`src/rtl/enemy_ship_unit.sv`:
```
// enemy_ship_unit: one enemy ship slot covering spawn handshake, divided-rate descent, explosion and escape.
// Define ENEMY_TRACK_EN to steer the ship toward player_x; otherwise enemy_x stays at X_INIT.
module enemy_ship_unit #(
   parameter int X_INIT        = 240,
   parameter int Y_SPAWN       = 0,
   parameter int Y_LIMIT       = 480,
   parameter int X_MAX         = 608,
   parameter int MOVE_DIV      = 500000,
   parameter int X_STEP        = 1,
   parameter int Y_STEP        = 1,
   parameter int EXPLODE_TICKS = 8
) (
   input  logic       clk,
   input  logic       reset,
   input  logic       spawn_enable,
   input  logic       hit,
   input  logic [9:0] player_x,
   output logic [9:0] enemy_x,
   output logic [8:0] enemy_y,
   output logic       on_screen,
   output logic       exploding,
   output logic       spawn_ack,
   output logic       escaped,
   output logic       destroyed
);
   localparam int CNT_W = $clog2(MOVE_DIV);
   localparam int EXP_W = (EXPLODE_TICKS > 1) ? $clog2(EXPLODE_TICKS + 1) : 1;
   localparam logic [CNT_W-1:0] TICK_LAST = CNT_W'(MOVE_DIV - 1);

   typedef enum logic [1:0] {S_IDLE, S_ACTIVE, S_EXPLODE} state_t;

   state_t           state_q, state_d;
   logic [CNT_W-1:0] cnt_q, cnt_d;
   logic [EXP_W-1:0] exp_cnt_q, exp_cnt_d;
   logic [9:0]       x_q, x_d;
   logic [8:0]       y_q, y_d;
   logic             on_screen_q, on_screen_d;
   logic             exploding_q, exploding_d;
   logic             ack_q, ack_d;
   logic             escaped_q, escaped_d;
   logic             destroyed_q, destroyed_d;

   logic             tick;
   logic [9:0]       y_next;
   logic [9:0]       x_track;

   assign tick   = (cnt_q == TICK_LAST);
   assign y_next = {1'b0, y_q} + 10'(Y_STEP);

`ifdef ENEMY_TRACK_EN
   logic [10:0] diff;
   logic [10:0] x_sum;

   // Snap to player_x when closer than one step so the ship never overshoots.
   always_comb begin
      diff    = 11'd0;
      x_sum   = 11'd0;
      x_track = x_q;
      if (x_q < player_x) begin
         diff    = {1'b0, player_x} - {1'b0, x_q};
         x_sum   = (diff < 11'(X_STEP)) ? {1'b0, player_x} : ({1'b0, x_q} + 11'(X_STEP));
         x_track = (x_sum > 11'(X_MAX)) ? 10'(X_MAX) : x_sum[9:0];
      end else if (x_q > player_x) begin
         diff    = {1'b0, x_q} - {1'b0, player_x};
         x_track = (diff < 11'(X_STEP)) ? player_x : (x_q - 10'(X_STEP));
      end
   end
`else
   logic unused_player;

   assign unused_player = ^player_x;
   assign x_track       = x_q;
`endif

   always_comb begin
      state_d     = state_q;
      cnt_d       = tick ? '0 : cnt_q + 1'b1;
      exp_cnt_d   = exp_cnt_q;
      x_d         = x_q;
      y_d         = y_q;
      ack_d       = 1'b0;
      escaped_d   = 1'b0;
      destroyed_d = 1'b0;
      case (state_q)
         S_IDLE: begin
            if (spawn_enable) begin
               state_d = S_ACTIVE;
               x_d     = 10'(X_INIT);
               y_d     = 9'(Y_SPAWN);
               cnt_d   = '0;
               ack_d   = 1'b1;
            end
         end
         S_ACTIVE: begin
            // hit outranks a coincident tick, including the escaping one.
            if (hit) begin
               state_d     = S_EXPLODE;
               exp_cnt_d   = EXP_W'(EXPLODE_TICKS);
               destroyed_d = 1'b1;
            end else if (tick) begin
               x_d = x_track;
               if (y_next >= 10'(Y_LIMIT)) begin
                  state_d   = S_IDLE;
                  escaped_d = 1'b1;
               end else begin
                  y_d = y_next[8:0];
               end
            end
         end
         S_EXPLODE: begin
            if (tick) begin
               if (exp_cnt_q <= EXP_W'(1)) begin
                  state_d = S_IDLE;
               end else begin
                  exp_cnt_d = exp_cnt_q - 1'b1;
               end
            end
         end
         default: state_d = S_IDLE;
      endcase
      on_screen_d = (state_d != S_IDLE);
      exploding_d = (state_d == S_EXPLODE);
   end

   always_ff @(posedge clk or posedge reset) begin
      if (reset) begin
         state_q     <= S_IDLE;
         cnt_q       <= '0;
         exp_cnt_q   <= '0;
         x_q         <= 10'(X_INIT);
         y_q         <= 9'(Y_SPAWN);
         on_screen_q <= 1'b0;
         exploding_q <= 1'b0;
         ack_q       <= 1'b0;
         escaped_q   <= 1'b0;
         destroyed_q <= 1'b0;
      end else begin
         state_q     <= state_d;
         cnt_q       <= cnt_d;
         exp_cnt_q   <= exp_cnt_d;
         x_q         <= x_d;
         y_q         <= y_d;
         on_screen_q <= on_screen_d;
         exploding_q <= exploding_d;
         ack_q       <= ack_d;
         escaped_q   <= escaped_d;
         destroyed_q <= destroyed_d;
      end
   end

   assign enemy_x   = x_q;
   assign enemy_y   = y_q;
   assign on_screen = on_screen_q;
   assign exploding = exploding_q;
   assign spawn_ack = ack_q;
   assign escaped   = escaped_q;
   assign destroyed = destroyed_q;
endmodule

```
`config.mk`:
```
export PLATFORM = sky130hd
export DESIGN_NAME = enemy_ship_unit
export DESIGN_NICKNAME = d
export VERILOG_FILES = /design/src/rtl/enemy_ship_unit.sv
export SDC_FILE = /design/constraint.sdc
export NUM_CORES = 1
export LEC_CHECK = 0
export ABC_AREA = 0
export BUFFER_PORTS_ARGS = -buffer_cell sky130_fd_sc_hd__clkbuf_2
export CAP_MARGIN = 5
export CORE_UTILIZATION = 35
export CTS_BUF_LIST = sky130_fd_sc_hd__clkbuf_16
export DETAILED_ROUTE_END_ITERATION = 12
export PLACE_DENSITY = 0.6
export SYNTH_ARGS = -nofsm -noshare
export SYNTH_HDL_FRONTEND = slang
export SYNTH_SLANG_ARGS = --single-unit
```
`constraint.sdc`:
```
create_clock -name clk -period 4.8 [get_ports clk]
set_input_delay 0.72 -clock clk [delete_from_list [all_inputs] [get_ports clk]]
set_output_delay 0.72 -clock clk [all_outputs]
set_load 0.01 [all_outputs]
```
=== Word level (Yosys, flattened, before mapping) ===
Index checks and enable logic that the tools add are counted.

* Magnitude comparators: 2
* Shift-type cells: 0
* Bitwise operators: 0
* Multiply operators: 0
* Reductions and logical operators: 6
* Divide/modulo/power cells: 0
* Eq/ne operators: 11
* Multiplexer cells: 27
* Add/subtract/negate cells: 3

{| class="wikitable"
|+ Operator list
! cell !! count
|-
| $mux W19 || 3
|-
| $mux W9 || 4
|-
| $add A19 B1 Y19 const B || 1
|-
| $eq A19 B19 Y1 const B || 1
|-
| $pmux W9 S2 || 1
|-
| $ne A2 B2 Y1 const B || 7
|-
| $mux W2 || 6
|-
| $mux W4 || 3
|-
| $add A9 B1 Y10 const B || 1
|-
| $ge A10 B9 Y1 const B || 1
|-
| $mux W1 || 8
|-
| $pmux W4 S2 || 1
|-
| $pmux W2 S3 || 1
|-
| $reduce_bool A2 Y1 || 3
|-
| $reduce_and A5 Y1 || 1
|-
| $eq A2 B2 Y1 const B || 2
|-
| $le A4 B1 Y1 const B || 1
|-
| $reduce_and A4 Y1 || 1
|-
| $sub A4 B1 Y4 const B || 1
|-
| $eq A2 B1 Y1 const B || 1
|-
| $logic_not A2 Y1 || 1
|}

* Bits in latches: 0
* Bits in writable memories: 0
* Output and inout bits: 24
* Bits of input ports: 14
* Register bits after elaboration: 39
* Memories: 0
* Bits in read-only memories: 0

=== Depth between registers and ports, before layout ===
Gate-level depths: netlist (run 1).

* Word-level depth: 7
* Depth in mapped cells: 7
* Gate-level depth less buffers: 7

=== Worst setup path after synthesis (run 1) ===
No wires, ideal clock.

* Path kind: register -> register
* Start point: register y_q[0], in the netlist enemy_y[0]
* End point: register y_q[7], in the netlist enemy_y[7]
* Required time: 4.666 ns
* Library setup time: 0.134 ns
* Cell stages (with the launch flop): 7
* Buffers on the path: 0
* Setup slack: 2.993 ns
* Arrival: 1.673 ns
* Period minus slack after synthesis: 1.807 ns
* Cell sequence: dfrtp_1 > ha_1 > nand4_1 > mux2i_1 > o2111ai_4 > o311ai_2 > o31ai_1

* Word-level cells in the longest chain between the ends: 5
* Elaborated cells between the ends (all ways): 8
* Those cells by class: add/sub: 1; order compare: 1; eq/ne: 1; mux: 4; reduce/logical: 1

{| class="wikitable"
|+ Ends and longest elaborated chain
! item !! RTL line !! source
|-
| start, declared || 36 || <nowiki>logic [8:0] y_q, y_d;</nowiki>
|-
| start signal, assigned || 131 || <nowiki>y_q <= 9'(Y_SPAWN);</nowiki>
|-
| start signal, assigned || 142 || <nowiki>y_q <= y_d;</nowiki>
|-
| $add A9 B1 Y10 * || 48 || <nowiki>assign y_next = {1'b0, y_q} + 10'(Y_STEP);</nowiki>
|-
| parallel branches: the longest is 4 deep, another holds $ge A10 B9 Y1 || n/a ||
|}

Every way passes the cells marked *. The select of a mux whose other input is x is not followed.
A chain may end at the register's enable or synchronous reset.

=== Worst setup path after layout (run 1) ===
* Start point: register y_q[0], in the netlist enemy_y[0]
* End point: register y_q[6], in the netlist enemy_y[6]

The elaborated chain is that of the path after synthesis.

==> reports/results.ini, run 1 <==
[clocking]
cts_inserted_buffers = 5
cts-resized-gates = 0
holdBufCountCts = 0
cts.path.max_buffers = 2
cts_tree = yes
cts_setup_buffers = 0
path_clk_slew_ns = 0.06
cts_htree_levels = 2
clock_latency_ns = 0.28
cts.sinks = 39
cts_root_buf = clkbuf_16

[sta]
drv_slew = 0
fin_crit_ns = 2.00
maxClockFrequency_mhz = 499
hold_viol = 0
relSlewSlack_pct = 54.6
rsz0062_at_grt = false
period_share_pct = 41.8
finalClockSkew_ns = 0.00607
timing.final.ws_setup_ns = 2.80
worstMarginPinSlew_ns = 0.676
setup_viol = 0
hold-worst-slack_ns = 0.496
setup_tns_ns = 0

[drt]
drt_iter0_drc = 94
routed_wirelength_um = 4000
firstDrtPassIters = 5
drc = 0
dr_total_vias = 1581
routed_via_density = 5.15
route.detailed.wl_per_inst_um = 13.0
ant_nets = 0

[yosys]
avgSynthCellArea_um2 = 9.78
syn_area_um2 = 2100
seq_area_frac_synth_pct = 46.4
syn-instance-count = 215
synthTopCellsByArea = dfrtp_1 (46%), xor2_1 (5.0%), nor2_1 (4.8%)
yosysMostFrequentCell = dfrtp_1
synth_adder_area_share_pct = 2.97
synth_cell_type_count = 45
synth_compound_area_share_pct = 9.04
ys.flop_type = dfrtp_1
muxShareOfSynthArea_pct = 2.50
synth_commonest_cells = dfrtp_1 (39), nor2_1 (27), nand2_1 (20), nand3_1 (14)
synth_xor_area_share_pct = 7.08
synth-async-reset-ratio_pct = 100
synth.top_cell.area_share_pct = 46.4
synth_edf_count = 0
ys_warn_count = 0
synthSimpleGateAreaFrac_pct = 25.5
synth_top_family_by_area = simple AND/OR/NAND/NOR gates
yosysTopAreaCell = dfrtp_1
ys_ff_latch = 39

[die]
rows = 27
die_w_um = 79.5
die-area_um2 = 6320
io_pins = 38
die_y_um = 79.5
coreArea_um2 = 5640
start_util_pct = 37.3

[critical_path]
worstSetupEndpointType = flop
worstPathArrival_ns = 2.18
reg2reg_slack_ns = 2.80
crit_fanout = 9
start_kind = flop
cp.required_ns = 4.98
path_class = flop to flop

[pwr]
combPwrFrac_pct = 1.8
power_frac_seq_pct = 50.6
p_clk_share_pct = 47.6
p_leak_nw = 1.06
powerDensity_nw_per_um2 = 276
intPower_mw = 0.517
total_power_mw = 0.650
switchingPower_mw = 0.133
swShare_pct = 20.4
vdd_drop_max_v = 0.000148

[global_routing]
grt_usage_pct = 14.7
grt-ovfl-total = 0
grt_start_max_net_pins = 40
antenna_found_initial = 0
grt_pass1_wl_um = 7130
grt_pass1_vias = 1535

[placement]
place_area_um2 = 2220
placedCellCount = 299
dp_slack_ns = 2.72
dpl.hpwl_um = 2750
place.gp.congestion = 0.753
port-buffer-count = 17

[final_layout]
fin_cells = 307
postLayoutCoreUtil_pct = 41.7
final_area_um2 = 2350
n_antenna_cell = 0
drive_above_1_share_pct = 15.3
fin_nets = 253
areaGrowthSynthToFinish_pct = 11.9

[job]
cap_violations = 0

[min_path]
min-delay-path-class = flop to flop

[outcome]
run_status = finished clean

[final cells by class]
type	instances	area, um^2
Sequential cell	39	976
Clock buffer	5	125
Timing Repair Buffer	18	92.6
Tap cell	72	90.1
Multi-Input combinational cell	162	1030
Fill cell	559	3290
Inverter	8	30.0
Clock inverter	3	11.3
[flip-flops by register name, summed over array words and instances (netlist names)]
name and cells:
exp_cnt_q 4, spawn_ack 1, escaped 1, enemy_y 9, exploding 1, state_q 2, on_screen 1, destroyed 1
cnt_q 19
[worst paths after layout]
check,depth (start not counted),to,start
max in group asynchronous,3,enemy_y[3],reset
max,6,enemy_y[6],enemy_y[0]
min,1,cnt_q[0],cnt_q[0]
max reg2reg,6,enemy_y[6],enemy_y[0]
min in group asynchronous,3,cnt_q[12],reset
min reg2reg,1,cnt_q[0],cnt_q[0]
[layer usage]
layer | share of wire [%] | up-vias | wire (um) | GRT usage [%]
met3 | 4.7 | 5 | 186 | 3.20
met2 | 47 | 44 | 1860 | 22.6
li1 | - | 763 | - | -
met5 | 0 | - | 0 | 0
met4 | 1.7 | 0 | 66 | 6.73
met1 | 47 | 769 | 1880 | 19.5
[logic make-up (layout without fill, tap and decap cells)]
family,count (synthesis),count (layout)
compound gates,22,22
fa+ha+maj,5,5
buf+inv,22,34
simple gates,103,103
other cells,2,10
xor+xnor,17,17
flops,39,39
mux,5,5
[cell usage in the layout, fill, tap and decap left out, types with 6 or more instances in the layout]
| cell | count |
|---|---|
| xor2_1 | 12 |
| nand2_1 | 20 |
| conb_1 | 10 |
| nand3_1 | 14 |
| o211ai_1 | 6 |
| inv_1 | 9 |
| and3_1 | 6 |
| clkbuf_2 | 17 |
| nand4_1 | 9 |
| nor2_1 | 27 |
| dfrtp_1 | 39 |
[critical path, cell delays in order, from the launching register on]
cell	delay [ns]
dfrtp_1	0.49
ha_1	0.27
nand4_1	0.11
mux2i_1	0.31
or2_1	0.27
nand4_1	0.17
o31ai_1	0.28
[power groups by stage]
stage | registers [mW] | clock network [mW] | logic [mW]
2_1_floorplan | 0.335 | 0 | 0.0143
3_3_place_gp | 0.335 | 0 | 0.0123
3_5_place_dp | 0.335 | 0 | 0.0123
4_1_cts | 0.329 | 0.319 | 0.0122
5_1_grt | 0.329 | 0.334 | 0.0141
6_report | 0.329 | 0.309 | 0.0116
No activity file was read; power rests on OpenSTA's default activity.
==> run 2, diff against run 1 <==
PLACE_DENSITY = 0.62   (was 0.6)
clock period = 1.6 ns   (was 4.8 ns; I/O delays follow)
==> run 2 against run 1 <==
  * The run now ends with setup timing left
  * Via count up 11%
  * Sequential share of layout area shrank 8.0 points
  * Final cell count rose by 16%
  * Global-route usage up 1.5 points
  * Core utilization grew 10 points
  * Critical endpoint is now enemy_y[7]
  * Largest power group is now the clock network
==> reports/results.ini, run 2 (same netlist as run 1, synthesis figures left out) <==
[outcome]
run_status = finished with violations  ; was finished clean
violations = setup timing

[placement]
port-buffer-count = 17  ; unchanged
place.gp.congestion = 0.788  ; was 0.753
dpl.hpwl_um = 3090  ; was 2750 um

[critical_path]
critPathBufInv = 0  ; unchanged
cp.required_ns = 1.76  ; was 4.98 ns
critPathMaxStageDelay_ns = 0.40  ; was 0.49 ns
path_class = flop to flop  ; unchanged
start_kind = flop  ; unchanged
cp_cell_sequence = nor4b_2 -> and4_4 -> o2111ai_4 -> o311ai_2 -> o31ai_1  ; was ha_1 -> nand4_1 -> mux2i_1 -> or2_1 -> nand4_1 -> o31ai_1
worstSetupEndpointType = flop  ; unchanged
worstPathArrival_ns = 1.85  ; was 2.18 ns
crit_cells = 5  ; was 6
crit_fanout = 7  ; was 9
cp_top_family = simple AND/OR/NAND/NOR gates  ; unchanged
cpMaxStageDelayCell = dfrtp_1  ; unchanged
r2r_cells = 5  ; was 6

[clocking]
cts.path.max_buffers = 2  ; unchanged
clock_latency_ns = 0.28  ; about the same
cts_htree_levels = 2  ; unchanged
path_clk_slew_ns = 0.06  ; about the same
cts_inserted_buffers = 5  ; unchanged
cts_tree = yes  ; unchanged
cts.sinks = 39  ; unchanged
cts_root_buf = clkbuf_16  ; unchanged

[pwr]
power_frac_seq_pct = 45.3  ; was 50.6%
powerDensity_nw_per_um2 = 746  ; was 276 nW/um^2
swShare_pct = 20.5  ; was 20.4%
intPower_mw = 1.73  ; was 0.517 mW
combPwrFrac_pct = 1.9  ; was 1.8%
vdd_drop_max_v = 0.000536  ; was 0.000148 V
p_clk_share_pct = 52.8  ; was 47.6%
switchingPower_mw = 0.446  ; was 0.133 mW
p_leak_nw = 1.35  ; was 1.06 nW
total_power_mw = 2.18  ; was 0.650 mW

[global_routing]
grt_pass1_vias = 1715  ; was 1535
grt_usage_pct = 16.2  ; was 14.7%
grt-ovfl-total = 0  ; unchanged
antenna_found_initial = 0  ; unchanged
grt_pass1_wl_um = 7900  ; was 7130 um
grt_start_max_net_pins = 40  ; unchanged

[final_layout]
n_antenna_cell = 0  ; unchanged
fin_nets = 302  ; was 253
largest_register_ffs = 19  ; unchanged
fillers = 503  ; was 559
final_cell_mix = buf_4 (43), dfrtp_1 (37), nor2_1 (27), nand2_1 (18), clkbuf_2 (17)  ; was dfrtp_1 (39), nor2_1 (27), nand2_1 (20), clkbuf_2 (17), nand3_1 (14)
final_common_cell = buf_4  ; was dfrtp_1
areaGrowthSynthToFinish_pct = 38.8  ; was 11.9%
multi_input_area_um2 = 1140  ; was 1030 um^2
regArea_um2 = 978  ; was 976 um^2
drive_above_1_share_pct = 36.6  ; was 15.3%
largest-register = cnt_q  ; unchanged
postLayoutCoreUtil_pct = 51.8  ; was 41.7%

[drt]
ant_nets = 0  ; unchanged
routed_wirelength_um = 4780  ; was 4000 um
route.detailed.wl_per_inst_um = 13.4  ; was 13.0 um
drc = 0  ; unchanged
firstDrtPassIters = 4  ; was 5
routed_via_density = 4.93  ; was 5.15
drt_iter0_drc = 79  ; was 94
dr_total_vias = 1756  ; was 1581

[die]
rows = 27  ; unchanged
start_util_pct = 37.3  ; unchanged
io_pins = 38  ; unchanged
die-area_um2 = 6320  ; unchanged
coreArea_um2 = 5640  ; unchanged
die_y_um = 79.5  ; unchanged
die_w_um = 79.5  ; unchanged

[sta]
rsz0062_at_grt = true  ; was false
hold_viol = 0  ; unchanged
hold-worst-slack_ns = 0.339  ; was 0.496 ns
timing.final.ws_setup_ns = -0.0929  ; was 2.80 ns
period_share_pct = 106  ; was 41.8%
drv_slew = 0  ; unchanged
setup_viol = 13  ; was 0
finalClockSkew_ns = 0.00592  ; was 0.00607 ns
maxClockFrequency_mhz = 591  ; was 499 MHz
fin_crit_ns = 1.69  ; was 2.00 ns

[min_path]
min-delay-path-class = input port to flop  ; was flop to flop
whs_path_depth = 3  ; was 1

[job]
cap_violations = 0  ; unchanged

## run 2: changes by cell type in the layout (fill, tap and decap cells not counted), sizes merged
cell,before,now
dlygate4sd3,0,1
clkbuf,22,23
bufinv,0,1
inv,9,8
buf,1,48
## run 2: area by class of cell
cell class                 instances  share of cell area [%]
inverter                           8                    1.03
sequential                        39                    33.5
multi-input combinational        162                    38.9
tap                               72                    3.08
timing repair buffer              67                    17.7
clock inverter                     3                    1.50
clock buffer                       5                    4.28
## run 2: worst paths after layout
check	start	to	slack (ns)
min in group asynchronous	reset	cnt_q[5]	0.54
hold / removal	hit	destroyed	0.34
setup reg to reg	cnt_q[11]	enemy_y[7]	-0.09
setup / recovery	cnt_q[11]	enemy_y[7]	-0.09
max in group asynchronous	reset	enemy_y[1]	0.85
hold reg to reg	cnt_q[17]	cnt_q[17]	0.54
## run 2: power by group through the flow
stage | Combinational (mW) | Sequential [mW] | Clock [mW]
2_1_floorplan | 0.0428 | 1.00 | 0
3_3_place_gp | 0.0415 | 1.00 | 0
6_report | 0.0418 | 0.986 | 1.15
3_5_place_dp | 0.0419 | 1.00 | 0
5_1_grt | 0.0488 | 0.985 | 1.22
4_1_cts | 0.0436 | 0.986 | 1.17
## run 2: worst register-to-register path, cell delays in order (launching register included)
cell       delay (ns)
dfrtp_1          0.40
nor4b_2          0.31
and4_4           0.33
o2111ai_4        0.18
o311ai_2         0.25
o31ai_1          0.11
## run 2: per-layer routing
| layer | vias up | share of wire (%) | track usage [%] |
|---|---|---|---|
| li1 | 866 | - | - |
| met1 | 854 | 48 | 21.4 |
| met2 | 29 | 48 | 25.7 |
| met3 | 7 | 2.5 | 3.20 |
| met4 | 0 | 1.5 | 6.36 |
| met5 | - | 0 | 0 |
## run 2: timing repair
action	in CTS	in global routing
resized for setup	3	18
endpoints found under the setup margin	12	32
pin swaps	13	15
hold endpoints to repair	19	0
cloned	0	1
hold buffers	1	0
setup buffers	1	8
## run 2: per-stage QoR
stage / TNS [ns] / std cells / setup slack (ns) / cell area [um^2]
6_report: -0.621 / 356 / -0.0929 / 2920
5_1_grt: -1.87 / 356 / -0.217 / 2920
4_1_cts: -0.433 / 348 / -0.107 / 2760
3_5_place_dp: -0.786 / 338 / -0.134 / 2560
3_3_place_gp: -0.624 / 338 / -0.144 / 2560
2_1_floorplan: -0.237 / 223 / -0.0655 / 2170
==> run 3, diff against run 2 <==
RECOVER_POWER = 25   (was default)
==> run 3 against run 2 <==
  * The run still ends with setup timing left
  * Register-to-register slack about the same
  * Non-clock buffer count unchanged
  * Design area decreased by 0.51%
  * Core utilization decreased by 0.27 points
  * Worst setup slack unchanged
==> reports/results.ini, run 3 (same netlist as run 1, synthesis figures left out) <==
[pwr]
power_frac_seq_pct = 45.4  ; was 45.3%
combPwrFrac_pct = 1.7  ; was 1.9%
total_power_mw = 2.17  ; was 2.18 mW
intPower_mw = 1.73  ; about the same
switchingPower_mw = 0.445  ; was 0.446 mW
p_leak_nw = 1.35  ; about the same
powerDensity_nw_per_um2 = 748  ; was 746 nW/um^2
p_clk_share_pct = 52.9  ; was 52.8%
swShare_pct = 20.5  ; about the same
vdd_drop_max_v = 0.000536  ; about the same

[drt]
routed_via_density = 4.93  ; about the same
drc = 0  ; unchanged
ant_nets = 0  ; unchanged
routed_wirelength_um = 4780  ; about the same
dr_total_vias = 1755  ; was 1756
route.detailed.wl_per_inst_um = 13.4  ; about the same
drt_iter0_drc = 79  ; unchanged
firstDrtPassIters = 4  ; unchanged

[die]
coreArea_um2 = 5640  ; unchanged
die_w_um = 79.5  ; unchanged
rows = 27  ; unchanged
io_pins = 38  ; unchanged
start_util_pct = 37.3  ; unchanged
die-area_um2 = 6320  ; unchanged
die_y_um = 79.5  ; unchanged

[clocking]
path_clk_slew_ns = 0.06  ; about the same
cts_tree = yes  ; unchanged
cts_inserted_buffers = 5  ; unchanged
cts.path.max_buffers = 2  ; unchanged
cts.sinks = 39  ; unchanged
clock_latency_ns = 0.28  ; about the same
cts_root_buf = clkbuf_16  ; unchanged
cts_htree_levels = 2  ; unchanged

[sta]
hold-worst-slack_ns = 0.339  ; unchanged
timing.final.ws_setup_ns = -0.0929  ; unchanged
relSlewSlack_pct = 40.6
rsz0062_at_grt = true  ; unchanged
fin_crit_ns = 1.69  ; unchanged
setup_tns_ns = -0.621  ; unchanged
maxClockFrequency_mhz = 591  ; unchanged
drv_slew = 0  ; unchanged
finalClockSkew_ns = 0.00592  ; unchanged
worstMarginPinSlew_ns = 0.891
setup_viol = 13  ; unchanged
hold_viol = 0  ; unchanged
period_share_pct = 106  ; unchanged

[final_layout]
largest_register_ffs = 19  ; unchanged
regArea_um2 = 978  ; unchanged
fillers = 505  ; was 503
largest-register = cnt_q  ; unchanged
n_antenna_cell = 0  ; unchanged
drive_above_1_share_pct = 36.6  ; unchanged
final_common_cell = buf_4  ; unchanged
final_cell_mix = buf_4 (43), dfrtp_1 (37), nor2_1 (27), nand2_1 (18), clkbuf_2 (17)  ; unchanged
multi_input_area_um2 = 1140  ; unchanged
areaGrowthSynthToFinish_pct = 38.1  ; was 38.8%
fin_nets = 302  ; unchanged
final_area_um2 = 2910  ; was 2920 um^2

[placement]
dpl.hpwl_um = 3090  ; unchanged
port-buffer-count = 17  ; unchanged
place_area_um2 = 2560  ; unchanged
place.gp.congestion = 0.788  ; unchanged

[outcome]
violations = setup timing  ; unchanged
run_status = finished with violations  ; unchanged

[global_routing]
grt-ovfl-total = 0  ; unchanged
grt_usage_pct = 16.2  ; unchanged
grt_pass1_vias = 1715  ; unchanged
grt_start_max_net_pins = 40  ; unchanged
antenna_found_initial = 0  ; unchanged
grt_pass1_wl_um = 7900  ; unchanged

[critical_path]
worstPathArrival_ns = 1.85  ; about the same
crit_fanout = 7  ; unchanged
cp.required_ns = 1.76  ; about the same
reg2reg_slack_ns = -0.09  ; about the same
path_class = flop to flop  ; unchanged
start_kind = flop  ; unchanged
worstSetupEndpointType = flop  ; unchanged

[min_path]
min-delay-path-class = input port to flop  ; unchanged

[job]
cap_violations = 0  ; unchanged

run 3: routing by layer:
metal	GRT usage, %	vias to the layer above	wire length, um
li1	-	866	-
met1	21.4	853	2310
met2	25.7	29	2280
met3	3.20	7	119
met4	6.36	0	70
met5	0	-	0
run 3: worst max-delay path, cell delays in order, from the launching register on:
cell       delay (ns)
dfrtp_1          0.40
nor4b_2          0.31
and4_4           0.32
o2111ai_4        0.18
o311ai_2         0.25
o31ai_1          0.11
run 3: final timing paths:
check | startpoint | end | depth (start not counted)
worst max-delay path | cnt_q[11] | enemy_y[7] | 5
worst min register to register | cnt_q[17] | cnt_q[17] | 2
min in group asynchronous | reset | escaped | 4
worst min-delay path | hit | destroyed | 3
worst max register to register | cnt_q[11] | enemy_y[7] | 5
max in group asynchronous | reset | enemy_y[1] | 4
run 3: what timing repair did:
action | in CTS | in global routing
gates cloned | 0 | 1
pin swaps | 13 | 15
hold buffers | 1 | 0
setup buffers | 1 | 8
endpoints found under the hold margin | 19 | 0
setup endpoints to repair | 12 | 32
resized for setup | 3 | 18
run 3: area by class of cell:
| type | instances | share of cell area (%) |
|---|---|---|
| multi-input cells | 162 | 39.1 |
| clock buffers | 5 | 4.31 |
| inverters | 8 | 1.03 |
| clock inverters | 3 | 1.51 |
| well taps | 72 | 3.10 |
| repair buffers | 67 | 17.3 |
| flip-flops and latches | 39 | 33.7 |
run 3: power groups by stage:
stage	Sequential [mW]	Combinational, mW	Clock [mW]
floorplan	1.00	0.0428	0
global placement	1.00	0.0415	0
detailed placement	1.00	0.0419	0
CTS	0.986	0.0436	1.17
global route	0.985	0.0436	1.22
finish	0.986	0.0367	1.15
run 3: per-stage QoR:
step / utilization, % / setup slack [ns] / cells
floorplan: - / -0.0655 / 223
global placement: 45.4 / -0.144 / 338
detailed placement: 45.4 / -0.134 / 338
CTS: 49.0 / -0.107 / 348
global route: 51.5 / -0.217 / 356
finish: 51.5 / -0.0929 / 356
